==> config.mk <==
export PLATFORM = sky130hd
export DESIGN_NAME = my_interface
export DESIGN_NICKNAME = d
export VERILOG_FILES = /design/src/rtl/my_interface.sv
export SDC_FILE = /design/constraint.sdc
export NUM_CORES = 1
export LEC_CHECK = 0
export CAP_MARGIN = 0
export CELL_PAD_IN_SITES_DETAIL_PLACEMENT = 1
export CELL_PAD_IN_SITES_GLOBAL_PLACEMENT = 1
export CORE_AREA = 3 3 59 61
export DETAILED_ROUTE_END_ITERATION = 10
export DIE_AREA = 0 0 62 64
export PLACE_DENSITY_LB_ADDON = 0.25
export SLEW_MARGIN = 20
export SYNTH_ARGS = -nofsm -noshare
export SYNTH_HDL_FRONTEND = slang
export SYNTH_SLANG_ARGS = --single-unit
export TNS_END_PERCENT = 20
==> constraint.sdc <==
create_clock -name clk -period 1.3 [get_ports clk]
set_input_delay 0.325 -clock clk [delete_from_list [all_inputs] [get_ports clk]]
set_output_delay 0.325 -clock clk [all_outputs]
set_load 0.02 [all_outputs]
==> src/rtl/my_interface.sv <==
// Registered master-to-slave link with a reader stage that captures data and
// valid-qualified addresses and counts accepted transfers.
module my_interface #(
  parameter int ADDR_W = 8
) (
  input  logic              clk,
  input  logic              rst_n,
  input  logic              m_data,
  input  logic              m_valid,
  input  logic [ADDR_W-1:0] m_addr,
  input  logic              set_data_en,
  input  logic              set_data_val,
  output logic              s_data,
  output logic              s_valid,
  output logic [ADDR_W-1:0] s_addr,
  output logic              cap_data,
  output logic [ADDR_W-1:0] cap_addr,
  output logic [7:0]        xfer_cnt
);

  logic next_s_data;

  // The override strobe wins over master data and touches only the data bit.
  always_comb begin
    next_s_data = m_data;
    if (set_data_en) begin
      next_s_data = set_data_val;
    end
  end

  always_ff @(posedge clk or negedge rst_n) begin
    if (!rst_n) begin
      s_data  <= 1'b0;
      s_valid <= 1'b0;
      s_addr  <= '0;
    end else begin
      s_data  <= next_s_data;
      s_valid <= m_valid;
      s_addr  <= m_addr;
    end
  end

  // Reader stage: data always follows the slave side, address and count only on valid.
  always_ff @(posedge clk or negedge rst_n) begin
    if (!rst_n) begin
      cap_data <= 1'b0;
      cap_addr <= '0;
      xfer_cnt <= 8'd0;
    end else begin
      cap_data <= s_data;
      if (s_valid) begin
        cap_addr <= s_addr;
        xfer_cnt <= xfer_cnt + 8'd1;
      end
    end
  end

endmodule

**Word level (Yosys, flattened, before mapping)**

Cells that the tools add are included.

- Bits in writable memories: 0
- Output and inout port bits: 27
- Bits in registers: 27
- Bits of input ports: 14
- Latch bits: 0
- Bits in read-only memories: 0
- Memories: 0
- Word-level logic and storage cells: 8

- Reduce and logical (&&, ||, !) cells: 0
- Mux-type cells: 1
- Add/sub/neg operators: 1
- Multipliers: 0
- Eq/ne operators: 0
- Div/mod/pow operators: 0
- Shifts and indexed selects: 0
- Bitwise operators: 0
- Order comparisons: 0

Operators by type and width:

| cell | number |
|---|---|
| $add 8x1->8 const B | 1 |
| $mux 1 | 1 |

**Logic depth before layout (Yosys ltp)**

- Word-level depth: 1
- Gate-level depth with buffers: 4

**Worst setup path after synthesis**

No wires, ideal clock.

- Path type: register to register
- Start point: register s_valid
- End point: register cap_addr[0]
- Required time: 1.175 ns
- Cell stages (with the launch flop): 3
- Buffers on the path: 1
- Setup slack: 0.080 ns
- Period minus slack after synthesis: 1.220 ns
- Data arrival time: 1.095 ns
- Cell sequence: dfrtp_1 > buf_2 > mux2_2

RTL lines:

| what | RTL line | RTL |
|---|---|---|
| start, declared | 14 | `output logic s_valid,` |
| start signal, assigned | 38 | `s_valid <= m_valid;` |
| end signal, assigned | 52 | `cap_addr <= s_addr;` |
| end, declared | 17 | `output logic [ADDR_W-1:0] cap_addr,` |

No word-level cell between the ends.

**Worst setup path in the final report**

- Start point: register xfer_cnt[3]
- End point: output xfer_cnt[3]

RTL lines:

| what | RTL line | RTL |
|---|---|---|
| start, declared | 18 | `output logic [7:0] xfer_cnt` |
| start signal, assigned | 53 | `xfer_cnt <= xfer_cnt + 8'd1;` |

No word-level cell between the ends.

==> results.md <==
* Clock network power share at 15.8%
* Reg2reg start: xfer_cnt[0]
* Worst Path Buf+Inv at 1
* Post-CTS Setup Repair Bufs at 0
* Die W at 62 µm
* Worst-case clock buffer depth at 2
* Total routed wirelength at 1.87 mm
* R2r endpoint: xfer_cnt[6]
* Pwr dens at 1670 nW/µm²
* Layout Cells excl Fill at 152
* Switching share of power at 33.8%
* Fin nets at 124
* Final ANT Viol Nets at 0
* Row count at 20
* Most frequent cells in the layout: dfrtp_1, buf_2, clkdlybuf4s50_1, mux2_2, buf_4
* Final hold violations at 0
* First-pass GRT wire length at 3.31 mm
* Crit path required time at 0.98 ns
* Simple-Gate Fraction of Synth Area at 5.59%
* Initial antenna violation count at 0
* Max-cap viol count at 0
* Adder-cell share of the synthesized area at 1.36%
* Port bufs at 40
* P&R area growth vs syn at 46.9%
* Share of layout cells above drive strength 1 at 49.1%
* CTS tree: yes
* Inst Count DP at 148
* Fin crit share at 93.7%
* Clk sinks at 27
* GRT overflow at 0
* Final setup fails at 0
* Largest net degree at the start of global routing at 28
* Delay-heaviest family, CP: flip-flops
* Initial core utilization at 30.3%
* Unrepaired setup endpoints after global routing: false
* Post-synthesis mux area share at 12.3%
* Total die area at 3970 µm²
* Clk_skew at 0.00282 ns
* Post-Synth XOR/XNOR Area at 6.68%
* Slowest CP cell: dfrtp_1
* Share of power burned in registers at 46.9%
* CTS Buf Count at 3
* Worst hold path type: input port to asynchronous set/reset pin
* Synth cell types at 11
* Slew HR at 88.5%
* Internal Pwr Total at 0.00149 W
* Worst setup SP type: flop
* Synth Instances at 55
* Vias per Instance at 4.05
* Cell area after synthesis at 918 µm²
* Comb power frac at 37.3%
* Synth warn at 0
* RD Place Congestion at 0.673
* FF-to-FF setup slack at 0.11 ns
* Reg2reg path depth at 5
* Slew @ Worst Pin at 0.173 ns
* Clock H-tree levels at 1
* Worst-path clk slew at 0.14 ns
* Total GRT Usage at 11.4%
* Setup TNS at 0 ns
* 1st-iter DRT viols at 2
* Synth Area in Compound Gates at 0%
* CP Depth at 1
* Crit-path max cell delay at 0.41 ns
* Core ar. at 3030 µm²
* Syn_nets at 70
* Antenna diodes at 0
* Crit Path Class: flop to primary output
* Peak supply drop at 0.000655 V
* Register area share after synthesis at 73.6%
* Mapped Avg Cell Area at 16.7 µm²
* P_sw at 0.000760 W
* Max Slew Vio Count at 0
* HPWL Detailed at 1.45 mm
* Clock Root Buffer: clkbuf_4
* Final min period at 1.22 ns
* CP endpoint kind: primary output
* Seq cells post-synth at 27
* # IOs at 41
* CP Max Fanout at 2
* P_leak at 0.653 nW
* Data arrival time of the worst path at 0.89 ns
* Total number of vias at 616
* Status: completed
* Largest family of logic cells by synthesized area: multiplexers
* Worst-path cell chain: buf_2
* Vias in the first global route at 729
* Remaining DRCs at 0
* Max Clk Rate at 0.821 GHz
* Chip height at 64 µm
* DRT Pass-1 Iters at 2
* Clk_lat worst skew at 0.32 ns
* Drt wl/cell at 12.3 µm
-- cell usage after synthesis, drive strengths merged --
cell type	count	area, µm²
buf	1	5.00
xnor2	3	26.3
nand4	2	18.8
mux2	10	113
nor3	1	10.0
nand2	4	15.0
ha	1	12.5
nor2	2	7.51
dfrtp	27	676
xor2	4	35.0
-- repair_timing --
item / 4_1_cts / 5_1_grt
gates resized for setup: 108 / 0
endpoints found under the hold margin: 0 / 0
endpoints found under the setup margin: 27 / 0
hold buffers: 0 / 0
-- final cells by class --
cell class	count	area, µm²
Fill cell	328	1680
Sequential cell	27	676
Timing Repair Buffer	50	353
Multi-Input combinational cell	27	238
Tap cell	44	55.1
Clock buffer	3	22.5
Clock inverter	1	5.00
-- metal layers --
layer	up-vias	global-route usage, %	share of wire, %	routed length, µm
li1	291	-	-	-
met1	295	12.7	38	711
met2	26	18.7	50	928
met3	4	4.04	11	197
met4	0	5.57	1.6	29
met5	-	0	0	0
-- through the flow --
| step | area, µm² | hold slack [ns] | power [W] | setup WS, ns | util (%) |
|---|---|---|---|---|---|
| after floorplan | 918 | 0.0294 | 0.00150 | 0.0802 | - |
| after global placement | 1460 | 0.357 | 0.00205 | 0.0178 | 48.1 |
| after detailed placement | 1460 | 0.384 | 0.00207 | 0.0143 | 48.1 |
| after CTS | 1350 | 0.322 | 0.00230 | 0.0498 | 44.5 |
| after global routing | 1350 | 0.342 | 0.00242 | 0.00321 | 44.5 |
| final | 1350 | 0.337 | 0.00225 | 0.0823 | 44.5 |
-- registers in the layout, indices dropped and copies added, names as in the netlist --
| name | count |
|---|---|
| s_valid | 1 |
| s_data | 1 |
| s_addr | 8 |
| cap_data | 1 |
| cap_addr | 8 |
| xfer_cnt | 8 |
-- power groups by stage --
stage	Sequential [W]	Clock, W	Combinational (W)
CTS	0.00106	0.000384	0.000858
detailed placement	0.00108	0	0.000994
floorplan	0.00132	0	0.000183
global route	0.00107	0.000414	0.000931
global placement	0.00107	0	0.000980
finish	0.00105	0.000356	0.000838
-- logic make-up after synthesis --
group | Yosys count
XOR/XNOR | 7
multiplexers | 10
AND/OR/NAND/NOR | 9
buffers and inverters | 1
flip-flops | 27
adder cells (fa/ha/maj) | 1
-- worst max-delay path by stage --
stage	startpoint	endpoint	slack [ns]
5_1_grt	s_valid	xfer_cnt[7]	0.003
3_3_place_gp	xfer_cnt[0]	xfer_cnt[0]	0.02
4_1_cts	s_addr[2]	s_addr[2]	0.05
3_5_place_dp	s_addr[6]	s_addr[6]	0.01
2_1_floorplan	s_valid	cap_addr[0]	0.08
6_report	xfer_cnt[3]	xfer_cnt[3]	0.08
Power figures use the tool's default switching activity.
==> patch, RTL diff (same flow settings) <==
`ADDR_W`: 8 -> 7.
--- a/src/rtl/my_interface.sv
+++ b/src/rtl/my_interface.sv
@@ -1,7 +1,7 @@
 // Registered master-to-slave link with a reader stage that captures data and
 // valid-qualified addresses and counts accepted transfers.
 module my_interface #(
-  parameter int ADDR_W = 8
+  parameter int ADDR_W = 7
 ) (
   input  logic              clk,
   input  logic              rst_n,
Interface: changed (resized cap_addr, m_addr and s_addr); port bits go from 41 to 38. The function was not compared with the original's and may differ.
==> patch against the unedited design <==
  * Wire length shrank 6.5%
  * Area after synthesis decreased by 7.4%
  * Combinational power fell by 2.5%
  * Setup slack hardly changed
  * Core utilization fell by 2.9 points
  * Sequential cell count decreased by 2
  * Final area fell by 6.5%
  * Power down 4.4%
  * Critical path type unchanged
==> patch: results (changes against the unedited design) <==
status=complete, no violations; largest net degree at the start of global routing=26 (-7.1%); global-route wire length before repair=2950 microns (-11%); r2r endpoint=xfer_cnt[1]; Clock buf/inv share=0.0238 (+0.00340); headroom to the max-slew limit=0.894 (+0.00957); Via Count=588 (-4.5%); final worst slack=0.0825 ns (+0.000156 ns); drt first-iter violations=0 (-2); number of global-route vias before repair=679 (-6.9%); area taken by multi-input logic gates=218 sq um (-8.4%); WL/cell=12.0 microns (-2.0%); slowest cell on the critical path=dfrtp_1; drt pass-1 iters=1 (-1); crit path launch=xfer_cnt[2]; invs w/o clock=0 (unchanged); Worst IR Drop VDD=0.604 mV (-7.7%); dpl hpwl=1320 microns (-9.1%); final weighted congestion in routability-driven placement=0.661 (-1.9%); Seq area share=0.496 (-0.00490); Buffers on Ports=37 (-7.5%); Syn Area/Cell=16.7 sq um (about the same); Non-clk bufs=47 (-6.0%); LEAKAGE=0.594 nW (-9.1%); NonClk Buf Share=0.264 (+0.00229); syn_nets=65 (-7.1%); crit-path leading delay family=flip-flops; Post-Route Skew=0.0103 ns (+0.00744 ns); multi-input gates=25 (-7.4%); largest cells by area after synthesis=dfrtp_1 74%, mux2_2 12%, xnor2_1 6.2%; number of flops mapped to enable cells by yosys=0 (unchanged); commonest cells in the netlist=25 x dfrtp_1, 9 x mux2_2, 6 x xnor2_1; Cell Count Post-Placement=141 (-4.7%); worst r2r path cells=3 (-2); clock-pin slew on the worst setup and hold paths=0.14 ns (about the same); share of cells above drive strength 1=0.475 (-0.0155); fin cells=145 (-4.6%); All-Layer GR Usage=0.0976 (-0.0167); crit path to=xfer_cnt[2]; Ant. Diodes=0 (unchanged); R2R setup slack=0.12 ns; nets=116 (-6.5%); Synth cell types=9 (-2); initial antenna violation count=0 (unchanged); flops & latches, synth=25 (-7.4%); Regs by FF count=xfer_cnt (8), cap_addr (7), s_addr (7); clock network latency to the later pin of the worst-skew pair=0.31 ns; P_int=0.00143 W (-4.2%); Fillers=331 (+0.91%); # setup viols final=0 (unchanged); dpl ws=0.0203 ns (+0.00605 ns); sequential fraction of the synthesis area=0.735 (about the same)
==> patch: cell count changes after synthesis <==
cell / change
mux2_2: -1
nor2_1: -2
dfrtp_1: -2
nand2_1: -1
and3_1: +2
buf_4: +1
xnor2_1: +3
buf_2: -1
nand4_2: -1
nand4_1: +2
nor3_2: -1
xor2_1: -3
==> patch: per-layer routing <==
| layer | global-route usage | vias to the layer above | wire length, microns |
|---|---|---|---|
| met4 | 0.0318 | 0 | 0 |
| li1 | - | 270 | - |
| met2 | 0.163 | 25 | 881 |
| met5 | 0 | - | 0 |
| met1 | 0.115 | 293 | 723 |
| met3 | 0.0303 | 0 | 140 |
==> patch: power by group through the flow <==
| stage | combinational (W) | sequential [W] | clock, W |
|---|---|---|---|
| 3_5_place_dp | 0.000965 | 0.00101 | 0 |
| 4_1_cts | 0.000838 | 0.000992 | 0.000370 |
| 3_3_place_gp | 0.000953 | 0.000999 | 0 |
| 6_report | 0.000817 | 0.000987 | 0.000345 |
| 2_1_floorplan | 0.000189 | 0.00123 | 0 |
| 5_1_grt | 0.000900 | 0.00100 | 0.000399 |
==> patch: through the flow <==
stage / hold slack, ns / util / instance area [sq um]
finish: 0.348 / 0.417 / 1260
global route: 0.347 / 0.417 / 1260
global placement: 0.365 / 0.448 / 1360
CTS: 0.342 / 0.421 / 1270
detailed placement: 0.372 / 0.448 / 1360
floorplan: 0.0294 / - / 851
==> patch: logic make-up (layout without fill, tap and decap cells) <==
family	Yosys count	in the layout	share of synthesized area
muxes	9	9	0.119
buffers and inverters	1	51	0.00883
DFF	25	25	0.735
adders and majority gates	1	1	0.0147
and+or+nand+nor	8	8	0.0500
xor gates and xnor gates	7	7	0.0721
==> patch: timing repair <==
item,CTS,global route
resized for setup,98,2
setup endpoints to repair,25,2
buffers inserted,0,0
